[config.mk]
export PLATFORM = sky130hd
export DESIGN_NAME = imm_gen_stage
export DESIGN_NICKNAME = d
export VERILOG_FILES = /design/src/rtl/imm_gen_stage.sv
export SDC_FILE = /design/constraint.sdc
export NUM_CORES = 1
export LEC_CHECK = 0
export BUFFER_PORTS_ARGS = -buffer_cell sky130_fd_sc_hd__buf_2
export CORE_ASPECT_RATIO = 0.8
export CORE_UTILIZATION = 55
export CTS_CLUSTER_DIAMETER = 150
export CTS_CLUSTER_SIZE = 25
export DETAILED_ROUTE_END_ITERATION = 7
export GPL_ROUTABILITY_DRIVEN = 1
export PLACE_DENSITY = 0.81
export SLEW_MARGIN = 20
export SYNTH_ARGS = -nofsm -noshare
export SYNTH_HDL_FRONTEND = slang
export SYNTH_SLANG_ARGS = --single-unit
[constraint.sdc]
create_clock -name clk -period 4.6 [get_ports clk]
set_clock_uncertainty 0.05 [all_clocks]
set_input_delay 0.46 -clock clk [delete_from_list [all_inputs] [get_ports clk]]
set_output_delay 0.46 -clock clk [all_outputs]
set_load 0.01 [all_outputs]
[src/rtl/imm_gen_stage.sv]
// Two-stage pipelined RV64I immediate generator: stage 1 captures the instruction and its format,
// stage 2 assembles the sign-extended 64-bit immediate. Valid/ready on both sides, flush, illegal counter.
module imm_gen_stage (
    input  logic        clk,
    input  logic        reset,
    input  logic        inValid,
    output logic        inReady,
    input  logic [31:0] instr,
    input  logic        flush,
    output logic        outValid,
    input  logic        outReady,
    output logic [63:0] immOut,
    output logic [2:0]  fmtOut,
    output logic        illegalOut,
    output logic [15:0] illegalCount
);

    typedef enum logic [2:0] {
        FMT_R   = 3'd0,
        FMT_I   = 3'd1,
        FMT_S   = 3'd2,
        FMT_B   = 3'd3,
        FMT_U   = 3'd4,
        FMT_J   = 3'd5,
        FMT_SH  = 3'd6,
        FMT_ILL = 3'd7
    } fmt_e;

    logic        v1_q;
    logic [31:7] instrS1_q;
    logic        shWord_q;
    fmt_e        fmtS1_q;

    logic        v2_q;
    logic [63:0] imm_q;
    fmt_e        fmt_q;
    logic        ill_q;

    logic [15:0] cnt_q;
    logic [15:0] cnt_d;

    fmt_e        fmtDec;
    logic [63:0] immAsm;
    logic        loadS1;
    logic        loadS2;
    logic        outHs;

    // Stage 1 accepts whenever stage 2 can drain it this cycle or it is already empty.
    assign loadS2  = !v2_q || outReady;
    assign inReady = !reset && !flush && (!v1_q || !v2_q || outReady);
    assign loadS1  = inReady && inValid;
    assign outHs   = v2_q && outReady;

    always_comb begin
        fmtDec = FMT_ILL;
        case (instr[6:0])
            7'b0000011,
            7'b1100111: fmtDec = FMT_I;
            // funct3 001/101 (bits [13:12] == 01) selects the shift-immediate forms
            7'b0010011,
            7'b0011011: fmtDec = (instr[13:12] == 2'b01) ? FMT_SH : FMT_I;
            7'b0100011: fmtDec = FMT_S;
            7'b1100011: fmtDec = FMT_B;
            7'b0110111,
            7'b0010111: fmtDec = FMT_U;
            7'b1101111: fmtDec = FMT_J;
            7'b0110011,
            7'b0111011: fmtDec = FMT_R;
            default:    fmtDec = FMT_ILL;
        endcase
    end

    always_comb begin
        immAsm = 64'd0;
        case (fmtS1_q)
            FMT_I:  immAsm = {{52{instrS1_q[31]}}, instrS1_q[31:20]};
            FMT_SH: immAsm = shWord_q ? {59'd0, instrS1_q[24:20]}
                                      : {58'd0, instrS1_q[25:20]};
            FMT_S:  immAsm = {{52{instrS1_q[31]}}, instrS1_q[31:25], instrS1_q[11:7]};
            FMT_B:  immAsm = {{51{instrS1_q[31]}}, instrS1_q[31], instrS1_q[7],
                              instrS1_q[30:25], instrS1_q[11:8], 1'b0};
            FMT_U:  immAsm = {{32{instrS1_q[31]}}, instrS1_q[31:12], 12'd0};
            FMT_J:  immAsm = {{43{instrS1_q[31]}}, instrS1_q[31], instrS1_q[19:12],
                              instrS1_q[20], instrS1_q[30:21], 1'b0};
            default: immAsm = 64'd0;
        endcase
    end

    always_comb begin
        cnt_d = cnt_q;
        if (outHs && ill_q && (cnt_q != 16'hFFFF)) begin
            cnt_d = cnt_q + 16'd1;
        end
    end

    // Valid bits honour flush first; data registers only move on an actual load so stalls hold bit-for-bit.
    always_ff @(posedge clk or posedge reset) begin
        if (reset) begin
            v1_q      <= 1'b0;
            instrS1_q <= '0;
            shWord_q  <= 1'b0;
            fmtS1_q   <= FMT_R;
            v2_q      <= 1'b0;
            imm_q     <= 64'd0;
            fmt_q     <= FMT_R;
            ill_q     <= 1'b0;
            cnt_q     <= 16'd0;
        end else begin
            if (flush) begin
                v1_q <= 1'b0;
                v2_q <= 1'b0;
            end else begin
                if (inReady) begin
                    v1_q <= inValid;
                end
                if (loadS2) begin
                    v2_q <= v1_q;
                end
            end
            if (loadS1) begin
                instrS1_q <= instr[31:7];
                shWord_q  <= instr[3];
                fmtS1_q   <= fmtDec;
            end
            if (!flush && loadS2 && v1_q) begin
                imm_q <= immAsm;
                fmt_q <= fmtS1_q;
                ill_q <= (fmtS1_q == FMT_ILL);
            end
            cnt_q <= cnt_d;
        end
    end

    assign outValid     = v2_q;
    assign immOut       = imm_q;
    assign fmtOut       = fmt_q;
    assign illegalOut   = ill_q;
    assign illegalCount = cnt_q;

endmodule

Yosys cells after proc, flatten, opt, wreduce, memory -nomap -nowiden --
Index checks and enable logic that the tools add are counted.
Storage, ports and cells: bits in latches 0, word-level logic and storage cells 59, memories 0, ROM bits 0, bits in registers 115, bits of input ports 37, RAM bits 0
Operators by class: reduce and logical (&&, ||, !) cells 21, add/sub/neg operators 1, magnitude comparators 0, multiplexer cells 8, bitwise operators 0, divide/modulo/power cells 0, eq/ne operators 20, shift operators 0, multipliers 0
Operator list (number):
- 64-bit one-hot mux with 6 select lines | 1
- 7-bit by 6-bit == test with 1-bit output, second input constant | 4
- 7-bit by 5-bit == test with 1-bit output, second input constant | 3
- 7-bit == test, second input constant | 3
- 3-bit one-hot mux with 7 select lines | 1
- 16-bit by 1-bit adder with 16-bit output, second input constant | 1
- 16-bit inequality test, second input constant | 1
- 3-bit == test, second input constant | 4
- 1-bit logical AND | 8
- 2-bit OR reduction | 4
- 7-bit by 2-bit == test with 1-bit output, second input constant | 1
- 3-bit by 2-bit == test with 1-bit output, second input constant | 2
- 6-bit 2-to-1 mux | 1
- 1-bit logical NOT | 4
- 1-bit 2-to-1 mux | 4
- 2-bit nonzero test | 2
- 3-bit by 1-bit == test with 1-bit output, second input constant | 1
- 1-bit logical OR | 3
- 3-bit 2-to-1 mux | 1
- 2-bit by 1-bit == test with 1-bit output, second input constant | 1

Longest topological paths before layout --
word-level depth 6, mapped depth 6, depth with buffers taken out 5

Least setup slack after synthesis --
OpenSTA, ideal clock, no wires.
path type register -> register, start point register cnt_q[0] (netlist: illegalCount[0]), end point register cnt_q[1] (netlist: illegalCount[1]), arrival 1.539 ns, library setup time 0.125 ns, required time 4.425 ns, stages on the path, launching flop included 6, buffers on the path 0, slack 2.886 ns, path through dfrtp_1 -> ha_1 -> nand3_1 -> nor4_4 -> nor2_2 -> mux2_4
On the way: word-level cells in the longest chain between the ends 2
Ends and longest elaborated chain:
- from (decl) | line 39 | logic [15:0] cnt_q;
- from (signal assigned) | line 130 | cnt_q <= cnt_d;
- parallel branches: the longest is 2 deep, another holds 16-bit by 1-bit adder with 16-bit output
Parallel ways; which one is timed is not known. A chain may end at the register's enable or synchronous reset.

Worst setup path after layout --
start point register fmtS1_q[1], end point register imm_q[25] (netlist: immOut[25])
On the way: word-level cells in the longest chain between the ends 2
Ends and longest elaborated chain:
- from (decl) | line 32 | fmt_e fmtS1_q;
- from (signal assigned) | line 123 | fmtS1_q <= fmtDec;
- 3-bit == test, or another cell as far along | line 75 | case (fmtS1_q)
- 64-bit one-hot mux with 6 select lines * | line 75
- to (signal assigned) | line 126 | imm_q <= immAsm;
- to (decl) | line 35 | logic [63:0] imm_q;
Mark *: on every way between the ends. The rest lies on a longest branch, timed or not.

==> metrics.json <==
{
  "placed_design": {
    "placed_wire_length_estimate_after_detailed_placement_um": 6330,
    "place_inst": 560,
    "place.port_buffers": 122,
    "globalplace.congestion": 0.902,
    "pre_cts_ws_ns": 2.43
  },
  "clocking": {
    "clk_pin_slew_ns": 0.08,
    "clkSinkCount": 83,
    "post_cts.resized_instances": 0,
    "cts-root-to-sink-buffers": 2,
    "worstSkewPairLatency_ns": 0.35,
    "clockRootBuffer": "sky130_fd_sc_hd__clkbuf_8",
    "tritoncts.num_buffers": 9,
    "cts-hold-fix-buffers": 0,
    "ctsHtreeMaxLevel": 3,
    "cts_post_setup_buffers_inserted": 0,
    "tritoncts": "done"
  },
  "critical_path": {
    "critical_path.max_stage_delay_ns": 0.68,
    "worstSetupEndpointType": "flop",
    "worst_setup_path_type": "reg2reg",
    "crit_path_max_delay_cell_type": "sky130_fd_sc_hd__dfrtp_1",
    "startpoint_type": "flop",
    "critPathMaxFanout": 14,
    "required_time_of_the_critical_path_ns": 4.85,
    "worst-endpoint-arrival_ns": 2.30,
    "crit_path_cell_trace": "nor2_2 -> nor4b_4 -> and2_1 -> a221o_1",
    "regToRegSetupSlack_ns": 2.55
  },
  "finish": {
    "share_of_final_layout_standard_cells_stronger_than_drive_strength_1": 0.327,
    "n_antenna_cell": 0,
    "post_layout_nonfiller_instances": 576,
    "n_fill_cell": 537,
    "design.final.nets": 522,
    "area.growth.synth_to_final_pct": 16.6
  },
  "floorplanning": {
    "io-pin-count": 123,
    "core.rowCount": 27,
    "die-width_um": 96.7,
    "die_height_um": 77.8,
    "die_area_sq_mm": 0.00752,
    "core_area_sq_mm": 0.00693,
    "initial_core_util": 0.570
  },
  "sta": {
    "final-setup-viol-count": 0,
    "setup_total_negative_slack_ns": 0,
    "timing.slew.headroom": 0.469,
    "holdWs_ns": 0.196,
    "period_minus_ws_final_ns": 2.05,
    "worst_max_slew_pin_slew_ns": 0.795,
    "timing.final.ws_setup_ns": 2.55,
    "max_freq_ghz": 0.487,
    "final-hold-violation-count": 0,
    "rsz0062_at_grt": "false",
    "slew_violations": 0,
    "period_utilization": 0.446
  },
  "routing": {
    "number_of_optimization_iterations_in_the_first_detailed_route_pass": 5,
    "dr_wl_cell_um": 15.5,
    "postRouteWirelength_um": 8900,
    "detail_route.drc_violations": 0,
    "drt_iter0_markers": 208,
    "post_route_antenna_net_violation_count": 0,
    "vias_per_cell": 5.56,
    "via_count": 3200
  },
  "synthesis": {
    "yosys_register_bits": 83,
    "synth-async-reset-ratio": 1.00,
    "avgSynthCellArea_sq_um": 9.96,
    "synth.top_cells.by_area": "sky130_fd_sc_hd__dfrtp_1 53%, sky130_fd_sc_hd__nand2_1 9.8%, sky130_fd_sc_hd__buf_4 6.5%",
    "synth_largest_type_area_fraction": 0.526,
    "yosys.cell_count.top_type": "sky130_fd_sc_hd__nand2_1",
    "seq_area_frac_synth": 0.526,
    "synth_cell_types": 51,
    "yosys_warnings": 0,
    "yosys-top-cells-count": "103 x sky130_fd_sc_hd__nand2_1, 83 x sky130_fd_sc_hd__dfrtp_1, 34 x sky130_fd_sc_hd__buf_4",
    "synth_area_sq_mm": 0.00395,
    "synthDominantAreaCellType": "sky130_fd_sc_hd__dfrtp_1",
    "net_count_after_synthesis": 434,
    "count_of_flip_flops_with_a_built_in_enable_after_synthesis": 0,
    "netlist_instances": 396,
    "synth_ff_type": "sky130_fd_sc_hd__dfrtp_1"
  },
  "global_routing": {
    "groute.layer.met2.usage": 0.373,
    "groute.layer.met3.usage": 0.0631,
    "pin_count_of_the_biggest_net_entering_global_routing": 47,
    "antenna_found_initial": 0,
    "track_usage": 0.246,
    "grt.met1_usage": 0.350,
    "grt_pass1_vias": 2898,
    "grt-ovfl-total": 0,
    "grt.busiest_layer": "met2",
    "grt_first_pass_wirelength_um": 14500
  },
  "outcome": {
    "outcome": "finished, final reports clean"
  },
  "power": {
    "seqPwrFrac": 0.496,
    "p_int_w": 0.00133,
    "power.share.switching": 0.290,
    "pleak_nw": 2.47,
    "share_clk_of_total_power": 0.312,
    "p_comb_frac": 0.192,
    "power_per_unit_of_standard_cell_area_mw_per_mm2": 406,
    "p_sw_w": 0.000541,
    "ir_drop_mv": 0.232
  },
  "run": {
    "max_cap_viol": 0
  },
  "hold_path": {
    "min-delay-path-class": "in2async"
  }
}
==> final cells by class <==
cell class	count	area, sq um	area share
Multi-Input combinational cell	259	1530	0.333
Inverter	6	23.8	0.00517
Timing Repair Buffer	125	633	0.138
Clock buffer	11	151	0.0329
Tap cell	87	109	0.0237
Clock inverter	5	75.1	0.0163
Sequential cell	83	2080	0.451
==> cells in the final DEF, fill, tap and decap left out, types with 2 or more instances in the layout <==
master                      instances
sky130_fd_sc_hd__and4_1             2
sky130_fd_sc_hd__xor2_1             5
sky130_fd_sc_hd__a221oi_1           5
sky130_fd_sc_hd__nand2b_1           2
sky130_fd_sc_hd__bufinv_16          2
sky130_fd_sc_hd__buf_4              3
sky130_fd_sc_hd__o31ai_1            2
sky130_fd_sc_hd__clkbuf_8          11
sky130_fd_sc_hd__nand3_1            8
sky130_fd_sc_hd__nand4_1            6
sky130_fd_sc_hd__nand2_1          103
sky130_fd_sc_hd__nor2b_1            3
sky130_fd_sc_hd__a21oi_1           13
sky130_fd_sc_hd__a22o_1             9
sky130_fd_sc_hd__and3_1             2
sky130_fd_sc_hd__nor2_1            18
sky130_fd_sc_hd__nand3b_1           2
sky130_fd_sc_hd__nor4_1             3
sky130_fd_sc_hd__mux2_2             3
sky130_fd_sc_hd__and2_1             2
sky130_fd_sc_hd__inv_1              4
sky130_fd_sc_hd__nor2_2             3
sky130_fd_sc_hd__buf_2            122
sky130_fd_sc_hd__clkinv_2           4
sky130_fd_sc_hd__nor3b_1            2
sky130_fd_sc_hd__o32a_1             2
sky130_fd_sc_hd__nor3_1             4
sky130_fd_sc_hd__a221o_1           11
sky130_fd_sc_hd__dfrtp_1           83
sky130_fd_sc_hd__o21ai_0           17
sky130_fd_sc_hd__xnor2_1            9
==> logic make-up after synthesis <==
| family | share of synthesized area |
|---|---|
| and+or+nand+nor | 0.218 |
| DFF | 0.526 |
| AOI/OAI and AO/OA | 0.120 |
| buffers and inverters | 0.0866 |
| xor gates and xnor gates | 0.0311 |
| muxes | 0.0149 |
| adders and majority gates | 0.00317 |
==> per-layer routing <==
metal  vias up  routed length, um
met4         0                148
met3        14                553
met2       131               4120
li1       1513                  -
met5         -                  0
met1      1542               4080
==> power by group through the flow <==
stage / clock (W) / sequential, W / combinational, W
CTS: 0.000588 / 0.000926 / 0.000362
finish: 0.000582 / 0.000927 / 0.000359
floorplan: 0 / 0.000949 / 0.000238
global placement: 0 / 0.000935 / 0.000352
global route: 0.000621 / 0.000943 / 0.000398
detailed placement: 0 / 0.000940 / 0.000360
==> through the flow <==
stage | util | power, W | cell area [sq um]
final | 0.664 | 0.00187 | 4600
after global routing | 0.664 | 0.00196 | 4600
after CTS | 0.664 | 0.00188 | 4600
after detailed placement | 0.631 | 0.00130 | 4370
after global placement | 0.631 | 0.00129 | 4370
after floorplan | - | 0.00119 | 3950
==> path summary, 6_finish.rpt <==
check / start / to / cells past startpoint
worst max-delay path: fmtS1_q[1] / immOut[25] / 4
worst min-delay path: reset / illegalCount[2] / 2
worst max register to register: fmtS1_q[1] / immOut[25] / 4
worst min register to register: shWord_q / shWord_q / 2
max in group asynchronous: reset / immOut[10] / 3
min in group clk: instr[24] / instrS1_q[24] / 3
==> state kept, by name, summed over array words and instances (netlist names) <==
name and flops:
instrS1_q 25, shWord_q 1, fmtS1_q 3, illegalOut 1
outValid 1, illegalCount 16, v1_q 1, fmtOut 3
immOut 32
==> worst max-delay path: cells and delay by family (launching register included) <==
kind	cells	cell delay (ns)
and+or+nand+nor	3	1.07
AOI/OAI and AO/OA	1	0.19
DFF	1	0.68
Power figures use the tool's default switching activity.
